===== src/rtl/mem_arb_pkg.sv =====
// ============================================================================
// Module : mem_arb_pkg
// Brief  : Shared state encoding, defaults and width helper for the arbiter.
// Rev    : 1.0 - initial release
// ============================================================================
`default_nettype none

package mem_arb_pkg;

  localparam int c_timeout_cyc_def  = 64;
  localparam int c_starve_limit_def = 3;
  localparam int c_state_w          = 3;

  typedef enum logic [c_state_w-1:0] {
    IDLE    = 3'd0,
    BUSY_IF = 3'd1,
    BUSY_DM = 3'd2,
    RESP_IF = 3'd3,
    RESP_DM = 3'd4
  } arb_state_e;

  // Bits needed to hold any value in 0..max_val, never less than one.
  function automatic int cnt_w(input int max_val);
    return (max_val < 1) ? 1 : $clog2(max_val + 1);
  endfunction

endpackage

`default_nettype wire


===== src/rtl/mem_wait_timer.sv =====
// ============================================================================
// Module : mem_wait_timer
// Brief  : Counts busy cycles; flags expiry on the TIMEOUT_CYC-th enabled cycle.
// Rev    : 1.0 - initial release
// ============================================================================
`default_nettype none

module mem_wait_timer
  import mem_arb_pkg::*;
#(
  parameter int TIMEOUT_CYC = c_timeout_cyc_def
) (
  input  logic clk,
  input  logic reset,
  input  logic clear_i,
  input  logic enable_i,
  output logic expired_o
);

  localparam int c_cnt_w = cnt_w(TIMEOUT_CYC);

  logic [c_cnt_w-1:0] cnt_q;
  logic [c_cnt_w-1:0] cnt_d;

  always_comb begin
    cnt_d = cnt_q;
    if (clear_i) begin
      cnt_d = '0;
    end else if (enable_i && !expired_o) begin
      cnt_d = cnt_q + 1'b1;
    end
  end

  always_ff @(posedge clk or posedge reset) begin
    if (reset) begin
      cnt_q <= '0;
    end else begin
      cnt_q <= cnt_d;
    end
  end

  assign expired_o = enable_i && (cnt_q == c_cnt_w'(TIMEOUT_CYC - 1));

endmodule

`default_nettype wire


===== src/rtl/mem_port_arbiter.sv =====
// ============================================================================
// Module : mem_port_arbiter
// Brief  : Arbitrates fetch and data-stage accesses onto one memory port.
// Rev    : 1.0 - initial release
// ============================================================================
`default_nettype none

module mem_port_arbiter
  import mem_arb_pkg::*;
#(
  parameter int ADDR_W       = 32,
  parameter int DATA_W       = 32,
  parameter int TIMEOUT_CYC  = c_timeout_cyc_def,
  parameter int STARVE_LIMIT = c_starve_limit_def
) (
  input  logic              clk,
  input  logic              reset,
  input  logic              if_req,
  input  logic [ADDR_W-1:0] if_addr,
  output logic [DATA_W-1:0] if_rdata,
  output logic              if_ack,
  input  logic              dm_req,
  input  logic              dm_we,
  input  logic [ADDR_W-1:0] dm_addr,
  input  logic [DATA_W-1:0] dm_wdata,
  output logic [DATA_W-1:0] dm_rdata,
  output logic              dm_ack,
  output logic              mem_req,
  output logic              mem_we,
  output logic [ADDR_W-1:0] mem_addr,
  output logic [DATA_W-1:0] mem_wdata,
  input  logic [DATA_W-1:0] mem_rdata,
  input  logic              mem_ready,
  output logic              if_stall,
  output logic              dm_stall,
  output logic              timeout_err
);

  localparam int c_sc_w = cnt_w(STARVE_LIMIT);

  arb_state_e        state_q, state_d;
  logic [c_sc_w-1:0] starve_q, starve_d;
  logic              mem_req_q, mem_req_d;
  logic              mem_we_q, mem_we_d;
  logic [ADDR_W-1:0] mem_addr_q, mem_addr_d;
  logic [DATA_W-1:0] mem_wdata_q, mem_wdata_d;
  logic [DATA_W-1:0] if_rdata_q, if_rdata_d;
  logic [DATA_W-1:0] dm_rdata_q, dm_rdata_d;
  logic              if_ack_q, if_ack_d;
  logic              dm_ack_q, dm_ack_d;
  logic              timeout_q, timeout_d;

  logic w_timer_clr;
  logic w_timer_en;
  logic w_expired;

  assign w_timer_en = (state_q == BUSY_IF) || (state_q == BUSY_DM);

  mem_wait_timer #(
    .TIMEOUT_CYC (TIMEOUT_CYC)
  ) u_wait_timer (
    .clk       (clk),
    .reset     (reset),
    .clear_i   (w_timer_clr),
    .enable_i  (w_timer_en),
    .expired_o (w_expired)
  );

  always_comb begin
    state_d     = state_q;
    starve_d    = starve_q;
    mem_req_d   = mem_req_q;
    mem_we_d    = mem_we_q;
    mem_addr_d  = mem_addr_q;
    mem_wdata_d = mem_wdata_q;
    if_rdata_d  = if_rdata_q;
    dm_rdata_d  = dm_rdata_q;
    if_ack_d    = 1'b0;
    dm_ack_d    = 1'b0;
    timeout_d   = timeout_q;
    w_timer_clr = 1'b0;

    case (state_q)
      IDLE: begin
        // Data stage wins ties unless fetch has already lost STARVE_LIMIT times.
        if (dm_req && !(if_req && (starve_q == c_sc_w'(STARVE_LIMIT)))) begin
          state_d     = BUSY_DM;
          mem_req_d   = 1'b1;
          mem_we_d    = dm_we;
          mem_addr_d  = dm_addr;
          mem_wdata_d = dm_wdata;
          w_timer_clr = 1'b1;
          if (if_req) begin
            starve_d = starve_q + 1'b1;
          end
        end else if (if_req) begin
          state_d     = BUSY_IF;
          mem_req_d   = 1'b1;
          mem_we_d    = 1'b0;
          mem_addr_d  = if_addr;
          mem_wdata_d = '0;
          w_timer_clr = 1'b1;
          starve_d    = '0;
        end
      end
      BUSY_IF: begin
        if (mem_ready || w_expired) begin
          state_d    = RESP_IF;
          mem_req_d  = 1'b0;
          if_ack_d   = 1'b1;
          if_rdata_d = mem_ready ? mem_rdata : '0;
          timeout_d  = timeout_q | ~mem_ready;
        end
      end
      BUSY_DM: begin
        if (mem_ready || w_expired) begin
          state_d   = RESP_DM;
          mem_req_d = 1'b0;
          mem_we_d  = 1'b0;
          dm_ack_d  = 1'b1;
          timeout_d = timeout_q | ~mem_ready;
          if (!mem_ready) begin
            dm_rdata_d = '0;
          end else if (!mem_we_q) begin
            dm_rdata_d = mem_rdata;
          end
        end
      end
      RESP_IF, RESP_DM: begin
        state_d = IDLE;
      end
      default: begin
        state_d = IDLE;
      end
    endcase
  end

  always_ff @(posedge clk or posedge reset) begin
    if (reset) begin
      state_q     <= IDLE;
      starve_q    <= '0;
      mem_req_q   <= 1'b0;
      mem_we_q    <= 1'b0;
      mem_addr_q  <= '0;
      mem_wdata_q <= '0;
      if_rdata_q  <= '0;
      dm_rdata_q  <= '0;
      if_ack_q    <= 1'b0;
      dm_ack_q    <= 1'b0;
      timeout_q   <= 1'b0;
    end else begin
      state_q     <= state_d;
      starve_q    <= starve_d;
      mem_req_q   <= mem_req_d;
      mem_we_q    <= mem_we_d;
      mem_addr_q  <= mem_addr_d;
      mem_wdata_q <= mem_wdata_d;
      if_rdata_q  <= if_rdata_d;
      dm_rdata_q  <= dm_rdata_d;
      if_ack_q    <= if_ack_d;
      dm_ack_q    <= dm_ack_d;
      timeout_q   <= timeout_d;
    end
  end

  assign mem_req     = mem_req_q;
  assign mem_we      = mem_we_q;
  assign mem_addr    = mem_addr_q;
  assign mem_wdata   = mem_wdata_q;
  assign if_rdata    = if_rdata_q;
  assign dm_rdata    = dm_rdata_q;
  assign if_ack      = if_ack_q;
  assign dm_ack      = dm_ack_q;
  assign timeout_err = timeout_q;
  assign if_stall    = if_req & ~if_ack_q;
  assign dm_stall    = dm_req & ~dm_ack_q;

endmodule

`default_nettype wire


===== config.mk =====
export PLATFORM = sky130hd
export DESIGN_NAME = mem_port_arbiter
export DESIGN_NICKNAME = d
export VERILOG_FILES = /design/src/rtl/mem_arb_pkg.sv /design/src/rtl/mem_wait_timer.sv /design/src/rtl/mem_port_arbiter.sv
export SDC_FILE = /design/constraint.sdc
export NUM_CORES = 1
export LEC_CHECK = 0
export BUFFER_PORTS_ARGS = -buffer_cell sky130_fd_sc_hd__buf_2
export CORE_UTILIZATION = 36
export CTS_CLUSTER_SIZE = 20
export DETAILED_ROUTE_END_ITERATION = 8
export PLACE_DENSITY = 0.6
export SLEW_MARGIN = 20
export SYNTH_ARGS = -nofsm -noshare
export SYNTH_HDL_FRONTEND = slang
export SYNTH_SLANG_ARGS = --single-unit

===== constraint.sdc =====
create_clock -name clk -period 11.86 [get_ports clk]
set_clock_uncertainty 0.15 [all_clocks]
set_input_delay 0 -clock clk [delete_from_list [all_inputs] [get_ports clk]]
set_output_delay 0 -clock clk [all_outputs]
set_load 0.02 [all_outputs]

==> results of run 1 <==
==> registers in the layout (all words and copies together), names as in the netlist <==
register and cells:
dm_ack 1, dm_rdata 32, if_ack 1, if_rdata 32, mem_addr 32, mem_req 1
mem_wdata 32, mem_we 1, starve_q 2, state_q 3, timeout_err 1, u_wait_timer.cnt_q 7
==> placed cells by master, fill, tap and decap left out, types with 2 or more instances in the layout <==
cell	instances
clkinv_2	2
ha_1	2
o21ai_2	2
buf_2	268
o2bb2ai_1	31
inv_6	2
a21oi_1	3
nor4_2	2
nand2_1	43
inv_1	3
a22oi_1	31
nand2b_1	2
nor2_1	2
a22o_1	65
o21ai_0	37
dfrtp_1	145
mux2i_1	35
nor3b_1	2
nor3_1	3
bufinv_16	4
nand3_1	5
clkinv_4	4
nor2b_1	2
dlygate4sd3_1	133
and2_1	2
buf_4	7
clkbuf_8	2
clkbuf_16	17
==> layout make-up <==
cell class	instances	area, um^2	area share
clock buffer	20	456.7	0.04847
timing repair buffer	409	2736	0.2904
sequential	145	3628	0.3851
multi-input combinational	288	2125	0.2255
clock inverter	12	181.4	0.01926
inverter	5	23.77	0.002523
tap	216	270.3	0.02869
==> power groups by stage <==
stage | Combinational [uW] | Sequential, uW | Clock (uW)
global placement | 982 | 845 | 0
detailed placement | 1010 | 853 | 0
CTS | 1050 | 850 | 585
global route | 1140 | 882 | 606
floorplan | 420 | 1100 | 0
finish | 1050 | 853 | 571
==> metrics by stage <==
stage / util / worst slack, ps
floorplan: - / 7815
global placement: 0.4654 / 9575
detailed placement: 0.4654 / 9347
CTS: 0.5885 / 9295
global route: 0.5888 / 9127
finish: 0.5888 / 9166
==> metal layers <==
metal | share of wire | wire length (um)
met1 | 0.40 | 7492
met5 | 0 | 0
met4 | 0.023 | 421
met3 | 0.069 | 1276
met2 | 0.51 | 9385
==> critical path: stages, from the launching register on <==
cell	delay, ps
dfrtp_1	390
ha_1	250
a21boi_4	180
buf_4	490
mux2i_1	310
dlygate4sd3_1	620
o21ai_0	100
==> cell families after synthesis <==
group | share of synthesized area
adder cells (fa/ha/maj) | 0.004216
flip-flops | 0.6114
AO/OA/AOI/OAI | 0.2313
multiplexers | 0.05904
AND/OR/NAND/NOR | 0.05671
XOR/XNOR | 0.001476
buffers and inverters | 0.03584
==> worst max path at each step <==
| stage | start | to | slack, ps | depth (start not counted) |
|---|---|---|---|---|
| 2_1_floorplan | reset | dm_ack$_DFF_PP0_ | 7820 | 1 |
| 3_3_place_gp | state_q[0]$_DFFE_PP0P_ | dm_rdata[19]$_DFFE_PP0P_ | 9570 | 4 |
| 3_5_place_dp | state_q[1]$_DFFE_PP0P_ | dm_rdata[25]$_DFFE_PP0P_ | 9350 | 4 |
| 4_1_cts | starve_q[0]$_DFFE_PP0P_ | mem_addr[18]$_DFFE_PP0P_ | 9290 | 6 |
| 5_1_grt | starve_q[0]$_DFFE_PP0P_ | mem_addr[22]$_DFFE_PP0P_ | 9130 | 6 |
| 6_report | starve_q[0]$_DFFE_PP0P_ | mem_addr[22]$_DFFE_PP0P_ | 9170 | 6 |
==> impl_metrics.json, run 1 <==
{
  "status": "finished, final reports clean",
  "antenna_found_initial": 0,
  "fin_crit_ps": 2694,
  "viasPerCell": 5.051,
  "synth_top_area_frac": 0.6114,
  "synth_cell_types": 40,
  "ys_seq_area_frac": 0.6114,
  "n_fill_cell": 1295,
  "grt_pass1_vias": 5668,
  "drt-total-wl_mm": 18.58,
  "grt_pass1_wl_mm": 28.33,
  "relSlewSlack": 0.3600,
  "drv_cap": 0,
  "synthCells": 479,
  "antennaDiodeCount": 0,
  "wl_per_cell_um": 16.96,
  "setup_viol": 0,
  "cts.hold.buffers_added": 133,
  "p_sw_uw": 987.4,
  "r2r-start": "starve_q[0]$_DFFE_PP0P_",
  "rsz0062_at_grt": "false",
  "synth-seq-cells": 145,
  "die_w_um": 130.4,
  "die_h_um": 130.4,
  "synth_area_um2": 5934,
  "die_area_um2": 17000,
  "synth_edf_count": 0,
  "pwr-share-clk": 0.231,
  "clock_sinks": 145,
  "core_area_um2": 16000,
  "start_kind": "register",
  "ioPinCount": 269,
  "slew_viol_final": 0,
  "cts.clk_slew.worst_paths_ps": 60,
  "hold-worst-slack_ps": 44.70,
  "fin_area_um2": 9422,
  "fin_nets": 1002,
  "synthFlopType": "dfrtp_1",
  "syn-mean-instance-area_um2": 12.39,
  "drtIter0Drc": 280,
  "cellPowerDensity_nw_per_um2": 262.6,
  "clockRootBuffer": "clkbuf_16",
  "finalCritPeriodShare": 0.2271,
  "yosysTopAreaCell": "dfrtp_1",
  "grt_max_degree": 104,
  "gr-usage-met3": 0.04927,
  "p_int_uw": 1487,
  "cts_made_buffers": 17,
  "crit_fanout": 34,
  "cts_max_path_buffers": 2,
  "p_comb_frac": 0.424,
  "finalNonFillerCells": 1095,
  "critPathCaptureType": "register",
  "ys_top_cells_by_count": "145 x dfrtp_1, 65 x a22o_1, 43 x nand2_1, 37 x o21ai_0, 35 x mux2i_1",
  "dpl_cell_area_um2": 7447,
  "rows": 46,
  "first_pass_iters": 4,
  "power.leakage_uw": 0.004682,
  "placed_cells": 930,
  "swShare": 0.3991,
  "reg2reg_depth": 6,
  "io_buffers": 268,
  "syn_nets": 615,
  "hpwl_mm": 11.22,
  "finalSetupTns_ps": 0,
  "yosysMostFrequentCell": "dfrtp_1",
  "grt_usage": 0.2175,
  "seqPwrFrac": 0.345,
  "irDropWorstVdd_uv": 129.4,
  "ys_warn_count": 0,
  "fmax_mhz": 371.2,
  "start_util": 0.3709,
  "layout-drive-gt1-share": 0.3618,
  "synthTopCellsByArea": "dfrtp_1 61%, a22o_1 9.6%, mux2i_1 5.9%, o2bb2ai_1 4.6%, a22oi_1 3.9%",
  "post_cts_buffers": 0,
  "syn_to_final_growth_pct": 58.76,
  "gp_congestion": 0.7473,
  "crit_arrival_ps": 2790,
  "grt.overflow.total": 0,
  "min_path_type": "in -> async",
  "busiest_layer": "met2",
  "htree_num_levels": 4,
  "reg2reg_slack_ps": 9170,
  "critical_path_required_ps": 11950,
  "vias": 5531,
  "tightest_slew_ps": 959.9,
  "r2r-end": "mem_addr[22]$_DFFE_PP0P_",
  "grt.met1_usage": 0.2551,
  "cts_tree": "built",
  "drc": 0,
  "path_class": "reg -> reg",
  "ant_nets": 0,
  "p_total_uw": 2474,
  "clk_latency_ps": 410,
  "hold_viol_final": 0,
  "post_cts_resize_count": 0,
  "synthArstFlopShare": 1.000,
  "grt_util_met2": 0.3842
}
(Power assumes the default switching activity.)
==> inputs of run 2 (changes only) <==
- ABC_AREA: not set -> 1
- PLACE_DENSITY: 0.6 -> 0.62
- clock period: 11.86 -> 2.4 ns (I/O delays scaled with it)
==> run 2 against run 1 <==
  * Worst hold slack better by 110 ps
  * Wire length is 7.5% lower
  * Non-clock buffer count is 4 higher
  * Critical path type unchanged
  * Largest cell class unchanged
==> impl_metrics.json, run 2 <==
{
  "grt_pass1_vias": 5602,
  "seqPwrFrac": 0.331,
  "cts.clk_slew.worst_paths_ps": 60,
  "final_common_cell": "buf_2",
  "grt.overflow.total": 0,
  "yosysTopAreaCell": "dfrtp_1",
  "multiInputGateArea_um2": 2183,
  "clock_sinks": 145,
  "tightest_slew_ps": 784.4,
  "syn-mean-instance-area_um2": 10.20,
  "gp_congestion": 0.7558,
  "critPathCaptureType": "register",
  "antenna_found_initial": 0,
  "fin_crit_ps": 2256,
  "die_w_um": 132.3,
  "core_area_um2": 16580,
  "n_fill_cell": 1474,
  "clk_latency_ps": 400,
  "reg2reg_slack_ps": 140,
  "htree_num_levels": 4,
  "path_class": "reg -> reg",
  "cellPowerDensity_nw_per_um2": 1300,
  "synth_area_um2": 6110,
  "crit_fanout": 60,
  "start_kind": "register",
  "synthTopCellsByArea": "dfrtp_1 59%, nand2_1 9.4%, o31ai_2 4.9%, a22o_1 4.6%, nor2_1 4.5%",
  "syn_to_final_growth_pct": 56.44,
  "r2r-end": "mem_addr[25]$_DFFE_PP0P_",
  "drtIter0Drc": 214,
  "vias": 5600,
  "synth_top_area_frac": 0.5939,
  "finalSetupTns_ps": 0,
  "finalCritPeriodShare": 0.9402,
  "crit_path_frequent_cell": "nor2_4",
  "irDropWorstVdd_uv": 721.2,
  "critPathBufInv": 2,
  "synth_edf_count": 0,
  "ys_top_cells_by_count": "153 x nand2_1, 145 x dfrtp_1, 73 x nor2_1, 32 x a22o_1, 24 x o31ai_2",
  "antennaDiodeCount": 0,
  "drc": 0,
  "rows": 47,
  "rsz0062_at_grt": "false",
  "drt-total-wl_mm": 17.18,
  "slew_viol_final": 0,
  "ant_nets": 0,
  "p_comb_frac": 0.467,
  "ys_seq_area_frac": 0.5939,
  "setup_viol": 0,
  "crit_arrival_ps": 2450,
  "p_int_uw": 7471,
  "cts_made_buffers": 17,
  "pwr-share-clk": 0.203,
  "path_delay_family": "buffers and inverters",
  "cts_max_path_buffers": 2,
  "hold_viol_final": 0,
  "viasPerCell": 4.575,
  "cts_tree": "built",
  "post_cts_buffers": 0,
  "slowest_stage": "dlygate4sd3_1",
  "path_cells": "nor2_4, nand2_2, nor2_1, nor2_4, buf_12, o31ai_1, dlygate4sd3_1",
  "setup_slack_ps": 143.5,
  "die_area_um2": 17500,
  "clockRootBuffer": "clkbuf_16",
  "p_sw_uw": 4956,
  "r2r-start": "state_q[0]$_DFFE_PP0P_",
  "fin_nets": 1130,
  "io_buffers": 268,
  "grt_max_degree": 66,
  "power.leakage_uw": 0.004965,
  "ioPinCount": 269,
  "min_path_type": "in -> async",
  "swShare": 0.3988,
  "register_area_um2": 3628,
  "fmax_mhz": 443.2,
  "start_util": 0.3684,
  "synthFlopType": "dfrtp_1",
  "ys_warn_count": 0,
  "final_cell_mix": "268 x buf_2, 153 x nand2_1, 145 x dfrtp_1",
  "wl_per_cell_um": 14.04,
  "grt_usage": 0.2011,
  "yosysMostFrequentCell": "nand2_1",
  "reg2reg_depth": 7,
  "first_pass_iters": 4,
  "synth_cell_types": 28,
  "crit_path_max_incr_delay_ps": 580,
  "status": "finished, final reports clean",
  "relSlewSlack": 0.4760,
  "hpwl_mm": 10.83,
  "synthArstFlopShare": 1.000,
  "synthCells": 599,
  "die_h_um": 132.3,
  "drv_cap": 0,
  "layout-drive-gt1-share": 0.3625,
  "grt_pass1_wl_mm": 27.81,
  "critical_path_required_ps": 2590,
  "synth-seq-cells": 145,
  "syn_nets": 735,
  "dpl_worst_slack_ps": 400.4
}
==> run 2: cell type report <==
| type | count | share of cell area |
|---|---|---|
| Inverter | 20 | 0.008247 |
| Tap cell | 220 | 0.02880 |
| Multi-Input combinational cell | 397 | 0.2284 |
| Clock buffer | 24 | 0.04935 |
| Sequential cell | 145 | 0.3796 |
| Timing Repair Buffer | 413 | 0.2970 |
| Clock inverter | 5 | 0.008509 |
==> run 2: routing by layer <==
metal  vias up  track usage  share of wire
met3        19      0.03998          0.045
met1      2616       0.2624           0.45
met2       178       0.3283           0.49
met4         0      0.08238          0.019
li1       2787            -              -
met5         -            0              0
==> run 2: what timing repair did <==
| action | CTS | global route |
|---|---|---|
| hold buffers | 132 | 0 |
| setup endpoints to repair | 0 | 17 |
| resized for setup | 0 | 1 |
| endpoints found under the hold margin | 163 | 0 |
==> run 2: power groups by stage <==
stage	sequential, uW	clock (uW)	combinational (uW)
2_1_floorplan	5390	0	2200
3_3_place_gp	4110	0	5080
3_5_place_dp	4120	0	5150
4_1_cts	4100	2590	5810
5_1_grt	4240	2700	6280
6_report	4110	2520	5800
==> run 2: tightest hold or removal path: stages <==
cell	delay, ps
dlygate4sd3_1	540
buf_2	140
clkinvlp_4	520
==> run 2: kinds of logic after synthesis <==
kind of cell / synth area share
flops: 0.5939
compound gates: 0.1812
xor+xnor: 0.004301
buf+inv: 0.04956
simple gates: 0.1669
fa+ha+maj: 0.004095
==> run 2: how the worst max path moves through the flow <==
stage	depth (start not counted)	to	startpoint
after floorplan	1	dm_ack$_DFF_PP0_	reset
after global placement	8	dm_rdata[24]$_DFFE_PP0P_	u_wait_timer.cnt_q[1]$_DFFE_PP0P_
after detailed placement	8	dm_rdata[13]$_DFFE_PP0P_	u_wait_timer.cnt_q[1]$_DFFE_PP0P_
after CTS	8	mem_addr[4]$_DFFE_PP0P_	starve_q[0]$_DFFE_PP0P_
after global routing	7	mem_addr[25]$_DFFE_PP0P_	state_q[0]$_DFFE_PP0P_
final	7	mem_addr[25]$_DFFE_PP0P_	state_q[0]$_DFFE_PP0P_
==> run 2: per-stage QoR <==
step / hold WS, ps / total power (uW) / cell area (um^2) / instances / utilization
5_1_grt: 175.3 / 13230 / 9558 / 1224 / 0.5764
6_report: 151.9 / 12430 / 9558 / 1224 / 0.5764
3_3_place_gp: 36.25 / 9194 / 7680 / 1063 / 0.4631
2_1_floorplan: -34.79 / 7595 / 6113 / 599 / -
4_1_cts: 133.4 / 12500 / 9554 / 1224 / 0.5761
3_5_place_dp: 32.51 / 9261 / 7680 / 1063 / 0.4631
